**src/rtl/process_launcher.sv**
```systemverilog
// Host-side launcher: delays after reset, runs the cores, reports done/timeout.
// Optional AUTO_RELAUNCH_EN: a finished (not timed-out) run re-arms by itself.
module process_launcher #(
  parameter int START_DELAY = 10,
  parameter int TIMEOUT     = 1000,
  parameter int CNT_W       = 16
) (
  input  logic             fast_clock,
  input  logic             reset,
  input  logic             g1,
  input  logic             g2,
  input  logic             g3,
  input  logic             relaunch,
  output logic             start_process,
  output logic             busy,
  output logic             run_done,
  output logic             run_timeout,
  output logic [CNT_W-1:0] run_cycles,
  output logic [2:0]       core_status
);

  localparam int DW = $clog2(START_DELAY) + 1;
  localparam logic [DW-1:0] DLY_LAST =
    DW'(START_DELAY - 1);
  localparam logic [CNT_W-1:0] RUN_LAST =
    CNT_W'(TIMEOUT - 1);
  localparam logic [CNT_W-1:0] CNT_MAX = '1;

  typedef enum logic [1:0] {
    S_WAIT,
    S_RUN,
    S_DONE,
    S_TMO
  } state_t;

  state_t          state;
  logic [DW-1:0]   delay_cnt;
  logic            all_done;
  logic            rearm;
  logic [CNT_W-1:0] run_next;

  // Completion and counter helpers for the RUN state.
  always_comb begin
    all_done = g1 & g2 & g3;
    run_next = (run_cycles == CNT_MAX) ?
               run_cycles : run_cycles + 1'b1;
  end

  // Decide when a finished run goes back to the start delay.
  always_comb begin
    rearm = 1'b0;
    unique case (state)
      S_TMO:  rearm = relaunch;
`ifdef AUTO_RELAUNCH_EN
      S_DONE: rearm = 1'b1;
`else
      S_DONE: rearm = relaunch;
`endif
      default: rearm = 1'b0;
    endcase
  end

  // Launcher state machine with registered outputs.
  always_ff @(posedge fast_clock or posedge reset) begin
    if (reset) begin
      state         <= S_WAIT;
      delay_cnt     <= '0;
      start_process <= 1'b0;
      busy          <= 1'b1;
      run_done      <= 1'b0;
      run_timeout   <= 1'b0;
      run_cycles    <= '0;
      core_status   <= 3'b000;
    end else begin
      unique case (state)
        S_WAIT: begin
          if (delay_cnt == DLY_LAST) begin
            state         <= S_RUN;
            delay_cnt     <= '0;
            start_process <= 1'b1;
            run_cycles    <= '0;
          end else begin
            delay_cnt <= delay_cnt + 1'b1;
          end
        end
        S_RUN: begin
          run_cycles <= run_next;
          if (all_done) begin
            // completion beats a coincident timeout
            state         <= S_DONE;
            start_process <= 1'b0;
            busy          <= 1'b0;
            run_done      <= 1'b1;
            core_status   <= 3'b111;
          end else if (run_cycles == RUN_LAST) begin
            state         <= S_TMO;
            start_process <= 1'b0;
            busy          <= 1'b0;
            run_timeout   <= 1'b1;
            core_status   <= {g3, g2, g1};
          end
        end
        S_DONE, S_TMO: begin
          if (rearm) begin
            state       <= S_WAIT;
            delay_cnt   <= '0;
            busy        <= 1'b1;
            run_done    <= 1'b0;
            run_timeout <= 1'b0;
            run_cycles  <= '0;
          end
        end
        default: begin
          state <= S_WAIT;
        end
      endcase
    end
  end

endmodule
```
**config.mk**
```make
export PLATFORM = sky130hd
export DESIGN_NAME = process_launcher
export DESIGN_NICKNAME = d
export VERILOG_FILES = /design/src/rtl/process_launcher.sv
export SDC_FILE = /design/constraint.sdc
export NUM_CORES = 1
export LEC_CHECK = 0
export ABC_AREA = 1
export BUFFER_PORTS_ARGS = -buffer_cell sky130_fd_sc_hd__buf_2
export CORE_UTILIZATION = 29
export CTS_BUF_LIST = sky130_fd_sc_hd__clkbuf_4 sky130_fd_sc_hd__clkbuf_8
export CTS_CLUSTER_DIAMETER = 60
export DETAILED_ROUTE_END_ITERATION = 10
export HOLD_SLACK_MARGIN = 0.15
export SETUP_SLACK_MARGIN = 0.2
export SLEW_MARGIN = 20
export SYNTH_ARGS = -nofsm -noshare
export SYNTH_HDL_FRONTEND = slang
export SYNTH_SLANG_ARGS = --single-unit
```
**constraint.sdc**
```tcl
create_clock -name fast_clock -period 1.5 [get_ports fast_clock]
set_input_delay 0.15 -clock fast_clock [delete_from_list [all_inputs] [get_ports fast_clock]]
set_output_delay 0.15 -clock fast_clock [all_outputs]
set_load 0.005 [all_outputs]
```
---- Yosys cells after proc, flatten, opt, wreduce, memory -nomap -nowiden ----
Index checks and enable logic that the tools add are counted.
operators by class
  $add $sub $neg .......................... 2
  reductions and logical operators ........ 14
  equal/unequal tests ..................... 13
  bitwise logic cells ..................... 2
  mux-type cells .......................... 27
operators with widths
  kind                                             count
  2-to-1 mux 16 bit                                3
  case mux 16 bit (3 select lines)                 1
  adder 16 x 1 -> 16 bit, second input constant    1
  == test 16 x 10 -> 1 bit, second input constant  1
  == test 16 bit, second input constant            1
  AND reduction 3 bit                              5
  2-to-1 mux 5 bit                                 2
  != test 2 bit, second input constant             5
  case mux 5 bit (2 select lines)                  1
  2-to-1 mux 1 bit                                 9
  2-to-1 mux 2 bit                                 4
  case mux 1 bit (2 select lines)                  4
  nonzero test 2 bit                               4
  2-to-1 mux 3 bit                                 2
  case mux 2 bit (3 select lines)                  1
  adder 5 x 1 -> 5 bit, second input constant      1
  == test 5 x 4 -> 1 bit, second input constant    1
  == test 2 bit, second input constant             2
  AND reduction 2 bit                              2
  AND reduction 4 bit                              1
  != test 3 bit, second input constant             1
  bitwise AND 1 bit                                2
  == test 2 x 1 -> 1 bit, second input constant    1
  logical NOT 2 bit                                1
  2 further kinds                                  2
word-level totals
  logic and storage cells ................. 66
  flip-flop bits (word level) ............. 30
  bits of input ports ..................... 6

---- Longest topological paths before layout ----
Gate-level depths: netlist of the first run.
  depth in word-level cells ............... 5
  gate-level depth with buffers ........... 10

---- Worst setup path before layout of the first run ----
OpenSTA, ideal clock, no wires.
  path type ............................... reg-to-reg
  start point ............................. register run_cycles[0]
  end point ............................... register run_cycles[7]
  cell stages (with the launch flop) ...... 11
  library setup time ...................... 74 ps
  slack ................................... 40 ps
  arrival ................................. 1387 ps
  period minus slack after synthesis ...... 1460 ps
  path through ............................ dfrtp_1 -> ha_1 -> nand2_2 -> nor2_2 -> nand2_2 -> nor2_4 -> nand2_4 -> nand2_8 -> buf_8 -> nand2_1 -> o21ai_2
on the way
  cells in the longest elaborated chain, start to end .. 3
  elaborated cells between the ends (all ways) .. 6
  those cells by class .................... add/sub: 1; eq/ne: 2; mux: 2; reduce/logical: 1
ends and longest elaborated chain
  item                                                                            RTL line  text
  from (decl)                                                                     18        output logic [CNT_W-1:0] run_cycles,
  from (signal assigned)                                                          87        run_cycles <= run_next;
  adder 16 x 1 -> 16 bit / == test 16 bit (equally long branches)                 46, 45
  2-to-1 mux 16 bit / != test 2 bit (equally long branches)                       -
  case mux 16 bit (3 select lines) / AND reduction 3 bit (equally long branches)  -
Parallel ways exist; a longest one is shown, timed or not. The select of a mux whose other input is x is not followed.
A chain may end at the register's enable or synchronous reset.

---- Worst setup path in the final report of the first run ----
  start point ............................. register run_cycles[0]
  end point ............................... register run_cycles[1]
Same word-level chain as after synthesis.

==> results.ini, run 1 <==
[route]
met2_wirelength_um=2390
drt_pass1_iterations=4
route.met3.wl_um=210
via_count_normalized_by_instance_count=4.73
dr.max_layer_used=met4
detailroute.via_count=1764
postRouteWirelength_um=4900
met1_length_um=2190
ant_nets=0
dr.first_iter.drc_count=95
drt_wl_cell_um=13.1
remaining_drc_errors=0

[clocking]
htree_num_levels=2
cts.path.max_buffers=2
tritoncts_clock_tree=built
cts_inserted_buffers=5
clock_latency_ps=290
tritoncts_num_sinks=30
cts.clk_slew.worst_paths_ps=70
clk_root_buffer_cell=clkbuf_8

[pwr]
comb_power_share=0.481
p_seq_frac=0.324
peakVddDrop_mv=0.549
internal_pwr_total_mw=2.50
power.switching_mw=1.74
powerDensity_mw_per_mm2=1690
power_switching_share=0.411
clock_power_share=0.194
power.static_leakage_nw=1.24

[die]
floorplan.die.width_um=79.9
placement_rows=28
io_pins=29
die_h_um=79.9
fp.coreArea_mm2=0.00589
initial_core_util=0.299
die_area_mm2=0.00639

[logic_synthesis]
synth.most_common_cell=nand2_1
synthDominantAreaCellType=dfrtp_1
muxShareOfSynthArea=0
postSynth.topFlopCell=dfrtp_1
synth_fa_ha_area_frac=0.0213
synth_cell_type_count=30
synth_edf_count=0
avgSynthCellArea_um2=7.59
net_count_synth=241
netlist_top_cells_count=nand2_1 (69), nand3_1 (34), dfrtp_1 (29), inv_1 (22), nor2_1 (20)
ys_warn_count=0
async_flop_share=1.00
post_synth_inst_count=232
synth_top_area_frac=0.412
synth_area_mm2=0.00176
combinational_family_with_the_most_area_after_synthesis=simple AND/OR/NAND/NOR gates
synth-seq-area-share=0.427
synthSimpleGateAreaFrac=0.370
post_synthesis_share_of_cell_area_spent_on_xor_and_xnor_gates=0.0249
synth-seq-cells=30
synth_compound_area_frac=0.0867
post_synth_main_area_contributors=dfrtp_1 (41%), nand2_1 (15%), nand3_1 (9.7%)

[placement]
port_buffers=28
finalWeightedCongestion=0.805
detailedPlacementHpwl_um=3410
placed_cells=349
post-place-ws_ps=24.0

[sta]
slew_violations=0
fin_ws_ps=67.4
timing.final.crit_share=0.955
hold-worst-slack_ps=179
max_slew_margin=0.741
finalWorstPathRequiredPeriod_ps=1430
grt_setup_unrepaired=yes
setup_violations=0
report.final.hold_viol_count=0
fmaxAchievable_mhz=698
worstMarginPinSlew_ps=388
tns_ps=0
final.setup_skew_ps=3.04

[cells_and_area]
layout.core_utilization=0.426
finalNonFillerCells=373
post_layout_net_count=306
antenna-diode-count=0
drive_gt1_frac=0.376
area_growth_syn_to_fin_pct=42.5
final.fill_count=603

[worst_hold_path]
hp-class=input port to flip-flop
timing.hold.worst.start=relaunch

[critical_path]
r2r_start=run_cycles[0]
critPathCaptureType=flip-flop
critical_path_peak_fanout=5
critPathLaunch=run_cycles[0]
worstSetupPathType=flip-flop to flip-flop
timing.critical_path.arrival_ps=1650
worst_ep_required_time_ps=1710
crit_path_start_kind=flip-flop

[grt]
grt_antenna_before_repair=0
grt_start_max_net_pins=16
grt_use_total=0.165
first_global_vias=1760
grt_pass1_wl_um=8080
globalRouteOverflowTotal=0

[flow_run]
cap_viol_max_count=0

[outcome]
outcome=finished, final reports clean

## power groups by stage
stage | combinational, mW | sequential, mW | clock (mW)
floorplan | 1.03 | 1.36 | 0
global placement | 1.61 | 1.35 | 0
detailed placement | 1.65 | 1.36 | 0
CTS | 1.95 | 1.36 | 0.846
global route | 2.28 | 1.42 | 0.870
finish | 2.04 | 1.37 | 0.824
## routing by layer
metal  up-vias  GRT usage
met4         0     0.0786
met1       832      0.203
met3        12     0.0251
met2        34      0.280
li1        886          -
met5         -          0
## metrics by stage
step,power (mW),area [µm²]
after floorplan,2.39,1800
after global placement,2.96,2140
after global routing,4.56,2510
final,4.24,2510
after CTS,4.15,2420
after detailed placement,3.01,2140
## logic make-up after synthesis
group           after synthesis
simple gates                141
flops                        30
fa+ha+maj                     3
xor+xnor                      5
buf+inv                      29
compound gates               24
## sequential cells by signal, summed over array words and instances (netlist names)
name	flops
state	2
start_process	1
run_cycles	16
delay_cnt	5
run_done	1
busy	1
run_timeout	1
core_status	3
## cells in the final DEF (no fill, tap or decap), drive strengths merged
cell	n
a21oi	2
buf	56
bufinv	1
clkbuf	5
clkinv	2
dfrtp	29
dfstp	1
dlygate4sd3	4
ha	3
inv	25
nand2	76
nand3	34
nand3b	2
nand4	4
nor2	24
nor3	2
o211ai	2
o21ai	16
o22ai	4
or2	1
xnor2	2
xor2	3
## worst paths after layout
| kind | to | slack [ps] | cells after the start |
|---|---|---|---|
| worst min-delay path | busy | 180 | 3 |
| max in group asynchronous | busy | 570 | 4 |
| worst max-delay path | run_cycles[1] | 70 | 9 |
| worst min register to register | run_done | 490 | 2 |
| worst max register to register | run_cycles[1] | 70 | 9 |
| min in group asynchronous | run_cycles[4] | 380 | 3 |
## final cells by class
type                    count  area, µm²  share of cell area
flip-flops and latches     30        753               0.300
multi-input cells         175       1050               0.419
well taps                  75       93.8              0.0374
repair buffers             60        407               0.162
clock buffers               5       68.8              0.0274
inverters                  25       93.8              0.0374
clock inverters             3       40.0              0.0160
## repair_timing
action	4_1_cts	5_1_grt
pin swaps	2	7
gates resized for setup	10	23
hold buffers	4	0
hold endpoints to repair	11	0
endpoints found under the setup margin	23	29
setup buffers	8	2
cloned	2	0
## critical path: stages (launching register included)
cell     delay [ps]
dfrtp_1         400
ha_4            160
nand2_4          60
nor2_4          130
nand2_2         100
nor2_4          120
nand2_4         130
nand2_8         130
nand2_2          40
o21ai_1          70
No activity file was read; power rests on OpenSTA's default activity.
==> inputs of run 2 (changes only) <==
--- a/config.mk
+++ b/config.mk
@@ -12,6 +12,7 @@
 export CTS_CLUSTER_DIAMETER = 60
 export DETAILED_ROUTE_END_ITERATION = 10
 export HOLD_SLACK_MARGIN = 0.15
+export PLACE_DENSITY = 0.55
 export SETUP_SLACK_MARGIN = 0.2
 export SLEW_MARGIN = 20
 export SYNTH_ARGS = -nofsm -noshare
==> run 2 against run 1 <==
  * Clock power down 2%
  * Worst setup slack lost 28 ps
  * Design area is 3.0% higher
==> results.ini, run 2 (same netlist as run 1, synthesis figures left out) <==
[outcome]
outcome=finished, final reports clean

[pwr]
power.static_leakage_nw=1.24
peakVddDrop_mv=0.598
powerDensity_mw_per_mm2=1690
total_power_mw=4.38

[clocking]
clk_root_buffer_cell=clkbuf_8
cts.path.max_buffers=2
tritoncts_clock_tree=built
htree_num_levels=2
cts.clk_slew.worst_paths_ps=70
tritoncts_num_sinks=30
clock_latency_ps=290
cts_inserted_buffers=5

[sta]
finalWorstPathRequiredPeriod_ps=1460
worstMarginPinSlew_ps=414
slew_violations=0
setup_violations=0
fmaxAchievable_mhz=685
final.setup_skew_ps=6.17
timing.final.crit_share=0.974
report.final.hold_viol_count=0
max_slew_margin=0.724
grt_setup_unrepaired=yes

[cells_and_area]
layout.core_utilization=0.439
drive_gt1_frac=0.398
antenna-diode-count=0
post_layout_net_count=307
final_cell_mix=nand2_1 (56), nand3_1 (30), buf_2 (28)
area_growth_syn_to_fin_pct=46.8
reg.largest.list=run_cycles: 16 flops, delay_cnt: 5 flops, core_status: 3 flops
max_reg_flops=16
layout_commonest_cell=nand2_1
largest-register=run_cycles

[grt]
grt_use_total=0.155
first_global_vias=1599
grt_antenna_before_repair=0
globalRouteOverflowTotal=0
grt_start_max_net_pins=12
grt_pass1_wl_um=7530

[route]
detailroute.via_count=1744
dr.first_iter.drc_count=81
remaining_drc_errors=0
drt_pass1_iterations=4
drt_wl_cell_um=12.6
ant_nets=0
via_count_normalized_by_instance_count=4.66
postRouteWirelength_um=4720

[die]
die_area_mm2=0.00639
fp.coreArea_mm2=0.00589
placement_rows=28
floorplan.die.width_um=79.9
die_h_um=79.9
io_pins=29
initial_core_util=0.299

[worst_hold_path]
hp-class=input port to flip-flop

[critical_path]
critPathCaptureType=flip-flop
timing.critical_path.arrival_ps=1690
crit_path_start_kind=flip-flop
critical_path_peak_fanout=6
worstSetupPathType=flip-flop to flip-flop
worst_ep_required_time_ps=1730

[flow_run]
cap_viol_max_count=0

[placement]
port_buffers=28
detailedPlacementHpwl_um=3350
finalWeightedCongestion=0.821

-- run 2: cell type report --
| type | instances | area [µm²] |
|---|---|---|
| flip-flops and latches | 30 | 756 |
| fillers | 576 | 3300 |
| clock buffers | 5 | 68.8 |
| inverters | 25 | 96.3 |
| well taps | 75 | 93.8 |
| multi-input cells | 176 | 1120 |
| repair buffers | 60 | 407 |
| clock inverters | 3 | 40.0 |
-- run 2: worst max-delay path: stages, from the launching register on --
cell     delay (ps)
dfrtp_1         390
ha_4            170
nand2_4          60
nor2_4          150
nand2_2          90
nor2_4          180
nand2_8         130
nand2_8         110
nand2_1          60
nand2_1          60
-- run 2: report_power, final --
| part | total (mW) | leakage, nW | switching (mW) | internal (mW) |
|---|---|---|---|---|
| logic | 2.22 | 0.797 | 1.23 | 0.988 |
| registers | 1.35 | 0.384 | 0.258 | 1.09 |
| clock network | 0.811 | 0.0579 | 0.323 | 0.488 |
-- run 2: routing by layer --
layer  part of all wire  vias up  GRT usage
li1                   -      895          -
met1               0.47      808      0.197
met2               0.48       35      0.264
met3              0.034        6     0.0240
met4              0.016        0     0.0536
met5                  0        -          0
-- run 2: per-stage QoR --
| step | instance area [µm²] | std cells | hold slack (ps) | worst slack [ps] | TNS (ps) |
|---|---|---|---|---|---|
| 6_report | 2580 | 374 | 165 | 39.3 | 0 |
| 5_1_grt | 2580 | 374 | 202 | -39.7 | -407 |
| 4_1_cts | 2450 | 371 | 178 | 83.2 | 0 |
| 3_5_place_dp | 2150 | 350 | 158 | 15.8 | 0 |
| 3_3_place_gp | 2150 | 350 | 156 | 68.8 | 0 |
| 2_1_floorplan | 1800 | 232 | 240 | 65.1 | 0 |
-- run 2: repair_timing --
| item | CTS | global route |
|---|---|---|
| endpoints found under the setup margin | 22 | 24 |
| gates cloned | 2 | 1 |
| setup buffers | 7 | 2 |
| resized for setup | 21 | 27 |
| endpoints found under the hold margin | 11 | 0 |
| hold buffers | 4 | 0 |
| pin swaps | 5 | 14 |
-- run 2: path summary, 6_finish.rpt --
kind                            slack (ps)             end  cells past startpoint     startpoint
worst max-delay path                    40  run_cycles[14]                      9  run_cycles[1]
worst min-delay path                   160            busy                      3       relaunch
worst max register to register          40  run_cycles[14]                      9  run_cycles[1]
worst min register to register         480            busy                      2           busy
max in group asynchronous              600    delay_cnt[2]                      4          reset
min in group asynchronous              390   start_process                      3          reset
==> inputs of run 3 (changes only) <==
--- a/config.mk
+++ b/config.mk
@@ -7,13 +7,13 @@
 export LEC_CHECK = 0
 export ABC_AREA = 1
 export BUFFER_PORTS_ARGS = -buffer_cell sky130_fd_sc_hd__buf_2
+export CORE_MARGIN = 2
 export CORE_UTILIZATION = 29
 export CTS_BUF_LIST = sky130_fd_sc_hd__clkbuf_4 sky130_fd_sc_hd__clkbuf_8
 export CTS_CLUSTER_DIAMETER = 60
 export DETAILED_ROUTE_END_ITERATION = 10
 export HOLD_SLACK_MARGIN = 0.15
 export PLACE_DENSITY = 0.55
-export SETUP_SLACK_MARGIN = 0.2
 export SLEW_MARGIN = 20
 export SYNTH_ARGS = -nofsm -noshare
 export SYNTH_HDL_FRONTEND = slang
==> run 3 against run 2 <==
  * Maximum frequency is 2.4% higher
  * Clock-buffer cell count is 2 higher
  * Global-route usage fell by 1.0 points
  * Clock power decreased by 15%
  * First-iteration DRC count increased by 2.5%
  * Non-clock buffer count is 4 higher
  * Sequential power barely moved
  * Wire length decreased by 0.55%
  * Final cell count is 0.53% higher
  * Critical path type unchanged
  * Largest cell class unchanged
  * Largest power group unchanged
  * Highest routed layer unchanged
==> results.ini, run 3 (same netlist as run 1, synthesis figures left out) <==
[sta]
final.setup_skew_ps=6.52
max_slew_margin=0.732
grt_setup_unrepaired=yes
setup_violations=0
finalWorstPathRequiredPeriod_ps=1430
worstMarginPinSlew_ps=402
tns_ps=0
timing.final.crit_share=0.951
fmaxAchievable_mhz=701
slew_violations=0
report.final.hold_viol_count=0
fin_ws_ps=73.7

[grt]
grt_pass1_wl_um=7480
globalRouteOverflowTotal=0
first_global_vias=1604
grt_antenna_before_repair=0
grt_use_total=0.144
grt_start_max_net_pins=31

[clocking]
tritoncts_clock_tree=built
clk_root_buffer_cell=clkbuf_8
clock_latency_ps=280
cts_inserted_buffers=5
cts.path.max_buffers=2
cts.clk_slew.worst_paths_ps=70
tritoncts_num_sinks=30
htree_num_levels=2

[outcome]
outcome=finished, final reports clean

[critical_path]
worst_ep_required_time_ps=1710
worstSetupPathType=flip-flop to flip-flop
timing.critical_path.arrival_ps=1640
timing.critical_path.max_delay_family=simple AND/OR/NAND/NOR gates
critical_path.n_buffers_inverters=0
critical_path_peak_fanout=9
crit_path_start_kind=flip-flop
critPathSlowestCell=dfrtp_1
crit_path_max_incr_delay_ps=400
critPathCaptureType=flip-flop
worst_path_most_repeated_cell=nand2_4
critical_path.cell_chain=ha_4 -> nand2_4 -> nor2_4 -> nand2_2 -> nor2_4 -> nand2_4 -> nand2_4 -> nand2_1 -> o21ai_1

[placement]
finalWeightedCongestion=0.874
port_buffers=28
post-place-ws_ps=-40.9
detailedPlacementHpwl_um=3230

[route]
via_count_normalized_by_instance_count=4.56
drt_wl_cell_um=12.5
drt_pass1_iterations=4
postRouteWirelength_um=4700
ant_nets=0
detailroute.via_count=1715
dr.first_iter.drc_count=83
remaining_drc_errors=0

[cells_and_area]
post_layout_net_count=309
largest-register=run_cycles
antenna-diode-count=0
area_growth_syn_to_fin_pct=39.4
max_reg_flops=16
reg.largest.list=run_cycles: 16 flops, delay_cnt: 5 flops, core_status: 3 flops
multi_input_area_um2=980
final.fill_count=618
ff_latch_area_um2=754
final_cell_mix=nand2_1 (67), nand3_1 (31), buf_4 (30)
layout_commonest_cell=nand2_1
drive_gt1_frac=0.346

[worst_hold_path]
hp-class=input port to flip-flop

[flow_run]
cap_viol_max_count=0

[die]
placement_rows=28
initial_core_util=0.299
die_h_um=81.9
io_pins=29
floorplan.die.width_um=81.9
fp.coreArea_mm2=0.00589
die_area_mm2=0.00671

[pwr]
powerDensity_mw_per_mm2=1650
power.static_leakage_nw=1.22
peakVddDrop_mv=0.628

-- run 3: cell types whose count changed in the layout (fill, tap and decap cells not counted), moves of 2 or more --
cell	previous run	this run
nand2_1	56	67
nand2_2	11	4
buf_4	26	30
o21ai_0	5	9
nand2_4	6	3
nand2_8	4	1
nor2_4	7	4
nand3_4	2	0
nor2_1	14	16
o21ai_1	5	3
o21ai_2	6	4
-- run 3: power by group --
group	leakage, nW	internal [mW]	total [mW]	switching [mW]
clock network	0.0517	0.388	0.689	0.301
registers	0.386	1.09	1.34	0.249
logic	0.779	0.949	2.02	1.07
-- run 3: metal layers --
| layer | global-route usage | share of wire | wire (µm) |
|---|---|---|---|
| met5 | 0 | 0 | 0 |
| met1 | 0.201 | 0.49 | 2300 |
| met4 | 0.0550 | 0.014 | 67 |
| met2 | 0.227 | 0.47 | 2210 |
| met3 | 0.0198 | 0.026 | 120 |
-- run 3: worst paths after layout --
kind / from / end / slack [ps] / cells after the start
hold / removal: relaunch / busy / 170 / 3
hold reg to reg: run_done / run_done / 480 / 2
setup / recovery: run_cycles[1] / run_cycles[0] / 70 / 9
max in group asynchronous: reset / busy / 680 / 4
setup reg to reg: run_cycles[1] / run_cycles[0] / 70 / 9
min in group asynchronous: reset / run_cycles[0] / 490 / 4
-- run 3: metrics by stage --
| step | power [mW] | util | hold slack [ps] | instances | instance area [µm²] |
|---|---|---|---|---|---|
| floorplan | 2.33 | - | 240 | 232 | 1760 |
| global placement | 3.03 | 0.367 | 256 | 357 | 2160 |
| detailed placement | 3.04 | 0.367 | 259 | 357 | 2160 |
| CTS | 3.80 | 0.394 | 172 | 370 | 2320 |
| global route | 4.39 | 0.417 | 181 | 376 | 2450 |
| finish | 4.05 | 0.417 | 175 | 376 | 2450 |
-- run 3: tightest hold or removal path: stages --
cell and delay [ps]:
buf_2 110, nand2_1 120, nand2_1 70
-- run 3: area by class of cell --
cell class	instances	share of cell area
multi-input combinational	174	0.399
clock buffer	7	0.0367
timing repair buffer	64	0.178
sequential	30	0.307
inverter	25	0.0382
clock inverter	1	0.00204
tap	75	0.0382
-- run 3: repair_timing --
| item | 4_1_cts | 5_1_grt |
|---|---|---|
| gates cloned | 0 | 1 |
| resized for setup | 3 | 21 |
| hold buffers | 4 | 0 |
| pin swaps | 1 | 6 |
| setup endpoints to repair | 9 | 21 |
| hold endpoints to repair | 32 | 0 |
| setup buffers | 1 | 5 |
